==> src/rtl/pu_stream_buf.sv <==
// pu_stream_buf: ping-pong capture/serializer between two layer processing units.
// Captures a whole VEC_LEN x DATA_WIDTH result vector on done_i and streams it
// one signed element per cycle, index 0 first, over a valid/ready handshake.
// Two banks let the upstream PU produce the next vector while one is draining.
// Optional feature macro: PU_STREAM_BUF_DROP_CNT_EN (adds drop_cnt_o).
module pu_stream_buf #(
    parameter int DATA_WIDTH = 8,
    parameter int VEC_LEN    = 128,
    localparam int PTR_W     = $clog2(VEC_LEN)
) (
    input  logic                          clk_i,
    input  logic                          rst_i,
    input  logic                          clear_i,
    input  logic                          done_i,
    input  logic [DATA_WIDTH*VEC_LEN-1:0] vec_i,
    input  logic                          ready_i,
    output logic                          valid_o,
    output logic [DATA_WIDTH-1:0]         dout_o,
    output logic                          last_o,
    output logic                          first_o,
    output logic                          full_o,
    output logic                          overflow_o
`ifdef PU_STREAM_BUF_DROP_CNT_EN
    ,
    output logic [7:0]                    drop_cnt_o
`endif
);

    localparam logic [PTR_W-1:0] LAST_IDX = PTR_W'(VEC_LEN - 1);
    localparam logic [PTR_W-1:0] ZERO_IDX = {PTR_W{1'b0}};

    // Vector storage (deliberately not reset) and control state
    logic [DATA_WIDTH*VEC_LEN-1:0] bank0;
    logic [DATA_WIDTH*VEC_LEN-1:0] bank1;
    logic [1:0]                    full;
    logic                          wr_bank;
    logic                          rd_bank;
    logic [PTR_W-1:0]              rd_ptr;
    logic                          overflow;

    // Next-state and event decode
    logic                          valid;
    logic                          xfer;
    logic                          at_last;
    logic                          releasing;
    logic                          cap_ok;
    logic                          drop;
    logic [1:0]                    full_nxt;
    logic [PTR_W-1:0]              rd_ptr_nxt;
    logic [DATA_WIDTH*VEC_LEN-1:0] rd_vec;
    logic [DATA_WIDTH-1:0]         elem;

    // Decode handshake events, capture/drop decision and next control state
    always_comb begin
        valid     = full[rd_bank];
        xfer      = valid & ready_i;
        at_last   = (rd_ptr == LAST_IDX);
        releasing = xfer & at_last;
        // A capture into the bank being released at this very edge is allowed:
        // the old vector's final element leaves as the new vector arrives.
        cap_ok    = done_i & (~full[wr_bank] | (releasing & (wr_bank == rd_bank)));
        drop      = done_i & ~cap_ok;
        // Capture takes precedence over release when both hit the same bank
        full_nxt[0] = (cap_ok & (wr_bank == 1'b0)) ? 1'b1 :
                      ((releasing & (rd_bank == 1'b0)) ? 1'b0 : full[0]);
        full_nxt[1] = (cap_ok & (wr_bank == 1'b1)) ? 1'b1 :
                      ((releasing & (rd_bank == 1'b1)) ? 1'b0 : full[1]);
        rd_ptr_nxt  = xfer ? (at_last ? ZERO_IDX : (rd_ptr + PTR_W'(1))) : rd_ptr;
    end

    // Control state register; clear_i flushes ahead of any capture or transfer
    always_ff @(posedge clk_i or posedge rst_i) begin
        if (rst_i) begin
            full     <= 2'b00;
            wr_bank  <= 1'b0;
            rd_bank  <= 1'b0;
            rd_ptr   <= ZERO_IDX;
            overflow <= 1'b0;
        end else if (clear_i) begin
            full     <= 2'b00;
            wr_bank  <= 1'b0;
            rd_bank  <= 1'b0;
            rd_ptr   <= ZERO_IDX;
            overflow <= 1'b0;
        end else begin
            full     <= full_nxt;
            wr_bank  <= wr_bank ^ cap_ok;
            rd_bank  <= rd_bank ^ releasing;
            rd_ptr   <= rd_ptr_nxt;
            overflow <= overflow | drop;
        end
    end

    // Bank capture; contents carry no reset since full[] qualifies them
    always_ff @(posedge clk_i) begin
        if (cap_ok && !clear_i) begin
            if (wr_bank == 1'b0) begin
                bank0 <= vec_i;
            end else begin
                bank1 <= vec_i;
            end
        end
    end

`ifdef PU_STREAM_BUF_DROP_CNT_EN
    logic [7:0] drop_cnt;

    // Saturating count of dropped vectors, advancing with the overflow flag
    always_ff @(posedge clk_i or posedge rst_i) begin
        if (rst_i) begin
            drop_cnt <= 8'd0;
        end else if (clear_i) begin
            drop_cnt <= 8'd0;
        end else if (drop && (drop_cnt != 8'hFF)) begin
            drop_cnt <= drop_cnt + 8'd1;
        end else begin
            drop_cnt <= drop_cnt;
        end
    end

    assign drop_cnt_o = drop_cnt;
`endif

    // Output decode from registered state only (no input-to-output path)
    always_comb begin
        rd_vec = rd_bank ? bank1 : bank0;
        elem   = rd_vec[rd_ptr * DATA_WIDTH +: DATA_WIDTH];
    end

    assign valid_o    = valid;
    assign dout_o     = valid ? elem : {DATA_WIDTH{1'b0}};
    assign last_o     = valid & at_last;
    assign first_o    = valid & (rd_ptr == ZERO_IDX);
    assign full_o     = full[0] & full[1];
    assign overflow_o = overflow;

endmodule

==> config.mk <==
export PLATFORM = sky130hd
export DESIGN_NAME = pu_stream_buf
export DESIGN_NICKNAME = d
export VERILOG_FILES = /design/src/rtl/pu_stream_buf.sv
export SDC_FILE = /design/constraint.sdc
export NUM_CORES = 2
export LEC_CHECK = 0
export CAP_MARGIN = 10
export CORE_AREA = 2 2 404 406
export DETAILED_ROUTE_END_ITERATION = 16
export DIE_AREA = 0 0 406 408
export HOLD_SLACK_MARGIN = 0.15
export PLACE_DENSITY = 0.79
export SYNTH_ARGS = -nofsm -noshare
export SYNTH_HDL_FRONTEND = slang
export SYNTH_SLANG_ARGS = --single-unit
==> constraint.sdc <==
create_clock -name clk_i -period 108.3 [get_ports clk_i]
set_input_delay 16.245 -clock clk_i [delete_from_list [all_inputs] [get_ports clk_i]]
set_output_delay 16.245 -clock clk_i [all_outputs]
set_load 0.05 [all_outputs]
==> results_dict.tcl <==
set metrics [dict create \
    drtIter0Drc 5622 \
    overflow 0 \
    clkSinkCount 2060 \
    start_kind "flop" \
    routed_wl_um 247000 \
    initial_utilization 0.489 \
    drc 0 \
    die_height_um 408 \
    crit_start "rd_bank$_DFF_PP0_" \
    antenna_found_initial 162 \
    clock.fmax_ghz 0.0432 \
    slowest_stage "dfrtp_4" \
    synthDistinctLibCells 60 \
    fin_crit_ns 23.12 \
    end_kind "output port" \
    power_switching_w 0.000375 \
    p_int_w 0.00135 \
    peakVddDrop_uv 17.0 \
    place_hpwl_um 171000 \
    period_share 0.214 \
    clock_latency_ns 0.88 \
    area_delta_synth_final_pct 24.5 \
    cts_buffer_depth 3 \
    drive_gt1_frac 0.187 \
    cts_setup_buffers 0 \
    path_class "reg -> out" \
    ys_seq_area_frac 0.782 \
    cp.required_ns 92.06 \
    row_count 148 \
    worst-path-buf-inv 3 \
    grt_start_max_net_pins 186 \
    die-width_um 406 \
    hp-start "overflow_o$_DFF_PP0_" \
    slew_headroom 0.234 \
    pwr-share-seq 0.542 \
    ios 1042 \
    status "complete, no violations" \
    synth.net_count 4460 \
    synth_enable_flop_cells 2048 \
    worstHoldPathCells 1 \
    cts_buffers 197 \
    worstMarginPinSlew_ns 1.15 \
    rsz0062_at_grt "false" \
    maxCapViolations 0 \
    numPortBuffers 1041 \
    root_buffer "clkbuf_16" \
    wl_per_cell_um 35.2 \
    synthCells 3425 \
    core-area_mm2 0.162 \
    p_leak_nw 30.6 \
    synth_area_mm2 0.0791 \
    powerDensity_mw_per_mm2 17.5 \
    num-fill-cells 11031 \
    dieArea_mm2 0.166 \
    critPathMaxFanout 96 \
    cts_tree "done" \
    grt_use_total 0.295 \
    clock_skew_ns 0.0637 \
    htree_levels 4 \
    crit_top_cell "mux4_2" \
    crit_family "buffers and inverters" \
    vias 42440 \
    grt_pass1_wl_um 332000 \
    critPathMaxStageDelay_ns 0.95 \
    comb_power_share 0.076 \
    worstReg2RegStart "rd_ptr[2]$_DFFE_PP0P_" \
    ys_warn_count 0 \
    viasPerCell 6.05 \
    hp-class "reg -> reg" \
    final-max-slew-violation-count 0 \
    cts_hold_buf 0 \
    path_depth 9 \
    synth-seq-cells 2060 \
    cp_cell_sequence "buf_12 > buf_4 > mux4_2 > mux4_2 > mux2i_1 > nor3_1 > o41ai_2 > a31oi_1 > clkdlybuf4s50_1" \
    hold_viol 0 \
    switching_share 0.217 \
    cts_resized 0 \
    drtAntennaViolNets 0 \
    reg2reg_depth 12 \
    grt_pass1_vias 42925 \
    syn_avg_cell_area_um2 23.1 \
    power.total_w 0.00173 \
    ys.flop_type "edfxtp_1" \
    clkPwrFrac 0.382 \
    synth-async-reset-ratio 0.00583 \
    critPathArrivalTime_ns 6.88 \
    clk_pin_slew_ns 0.06 \
    fin_nets 5582 \
    dr.pass1.iters 8 \
    tns_ns 0 \
    setup_viol 0 \
    place_congestion 0.864 \
]
[metal layers]
metal | vias up | GRT usage | share of wire
li1 | 17097 | - | -
met1 | 22137 | 0.363 | 0.35
met2 | 2546 | 0.480 | 0.49
met3 | 586 | 0.0837 | 0.10
met4 | 74 | 0.148 | 0.051
met5 | - | 0 | 0.0019
[cell families after synthesis]
family / after synthesis / synth area share
adder cells (fa/ha/maj): 6 / 0.000949
flip-flops: 2060 / 0.782
AO/OA/AOI/OAI: 255 / 0.0227
XOR/XNOR: 3 / 0.000332
buffers and inverters: 205 / 0.0151
multiplexers: 676 / 0.167
AND/OR/NAND/NOR: 220 / 0.0126
[placed cells by master (no fill, tap or decap), drive strengths merged, types with 4 or more instances in the layout]
master	count
edfxtp	2048
clkdlybuf4s50	1041
mux4	511
clkbuf	264
diode	145
mux2i	142
nand2	97
clkinv	74
buf	73
a21oi	46
o21ai	34
nor2	34
a22oi	29
nor3	25
mux2	23
a221oi	22
nand3	21
o221ai	21
a31oi	19
o22ai	18
inv	16
dfrtp	12
a211oi	11
nor2b	11
bufinv	10
nand2b	9
and2	7
o211ai	7
a2111oi	7
a22o	6
ha	6
nand4	5
and3	4
[state kept, by name, indices dropped and copies added (netlist names)]
signal / cells
bank0: 1024
bank1: 1024
full: 2
overflow_o: 1
rd_bank: 1
rd_ptr: 7
wr_bank: 1
[cell usage after synthesis, types with 3 or more instances]
library cell,instances,area (um2)
edfxtp_1,2048,61500
mux4_2,511,11500
mux2i_1,142,1420
nand2_1,97,364
clkbuf_1,62,233
a21oi_1,46,230
buf_2,43,215
nor2_1,34,128
o21ai_0,34,170
buf_6,33,372
a22oi_1,29,218
buf_4,29,218
nor3_1,25,125
buf_1,23,86.3
mux2_2,23,259
a221oi_1,22,193
nand3_1,21,105
o221ai_1,21,184
a31oi_1,19,119
o22ai_1,18,113
dfrtp_1,12,300
a211oi_1,11,82.6
inv_1,11,41.3
nor2b_1,11,68.8
nand2b_1,9,56.3
a2111oi_0,7,61.3
and2_1,7,43.8
o211ai_1,7,52.6
a22o_1,6,52.6
ha_1,6,75.1
nand4_1,5,31.3
and3_1,4,25.0
a21o_1,3,22.5
a311oi_1,3,26.3
a32oi_1,3,26.3
a41o_1,3,30.0
o2111ai_1,3,26.3
xnor2_1,3,26.3
[power groups by stage]
| stage | sequential, W | combinational [W] | clock [W] |
|---|---|---|---|
| floorplan | 0.00107 | 0.0000551 | 0 |
| global placement | 0.000949 | 0.000128 | 0 |
| detailed placement | 0.000952 | 0.000131 | 0 |
| CTS | 0.000936 | 0.000132 | 0.000668 |
| global route | 0.000938 | 0.000138 | 0.000696 |
| finish | 0.000935 | 0.000131 | 0.000660 |
[per-stage QoR]
stage / instance area [um2] / worst slack [ns] / utilization / hold slack (ns) / instances
floorplan: 79100 / 18.97 / - / 0.513 / 3425
global placement: 91900 / 85.32 / 0.568 / 0.491 / 6521
detailed placement: 91900 / 85.87 / 0.568 / 0.509 / 6523
CTS: 98000 / 84.89 / 0.607 / 0.517 / 6874
global route: 98300 / 84.81 / 0.608 / 0.532 / 6967
finish: 98400 / 85.18 / 0.609 / 0.518 / 7019
[path summary, 6_finish.rpt]
| path | endpoint | slack, ns |
|---|---|---|
| worst max-delay path | dout_o[7] | 85.18 |
| worst min-delay path | overflow_o$_DFF_PP0_ | 0.52 |
| worst max register to register | bank0[832]$_DFFE_PP_ | 100.81 |
| worst min register to register | overflow_o$_DFF_PP0_ | 0.52 |
| max in group asynchronous | rd_ptr[0]$_DFFE_PP0P_ | 92.14 |
| min in group asynchronous | rd_ptr[6]$_DFFE_PP0P_ | 15.73 |
[layout make-up]
type	count	area [um2]	share of cell area
Clock buffer	264	5220	0.0531
Timing Repair Buffer	1114	11100	0.113
Inverter	14	62.6	0.000636
Tap cell	2175	2720	0.0277
Sequential cell	2060	61800	0.628
Multi-Input combinational cell	1160	16100	0.164
Antenna cell	145	363	0.00369
Clock inverter	87	945	0.00960
Power figures use the tool's default switching activity.
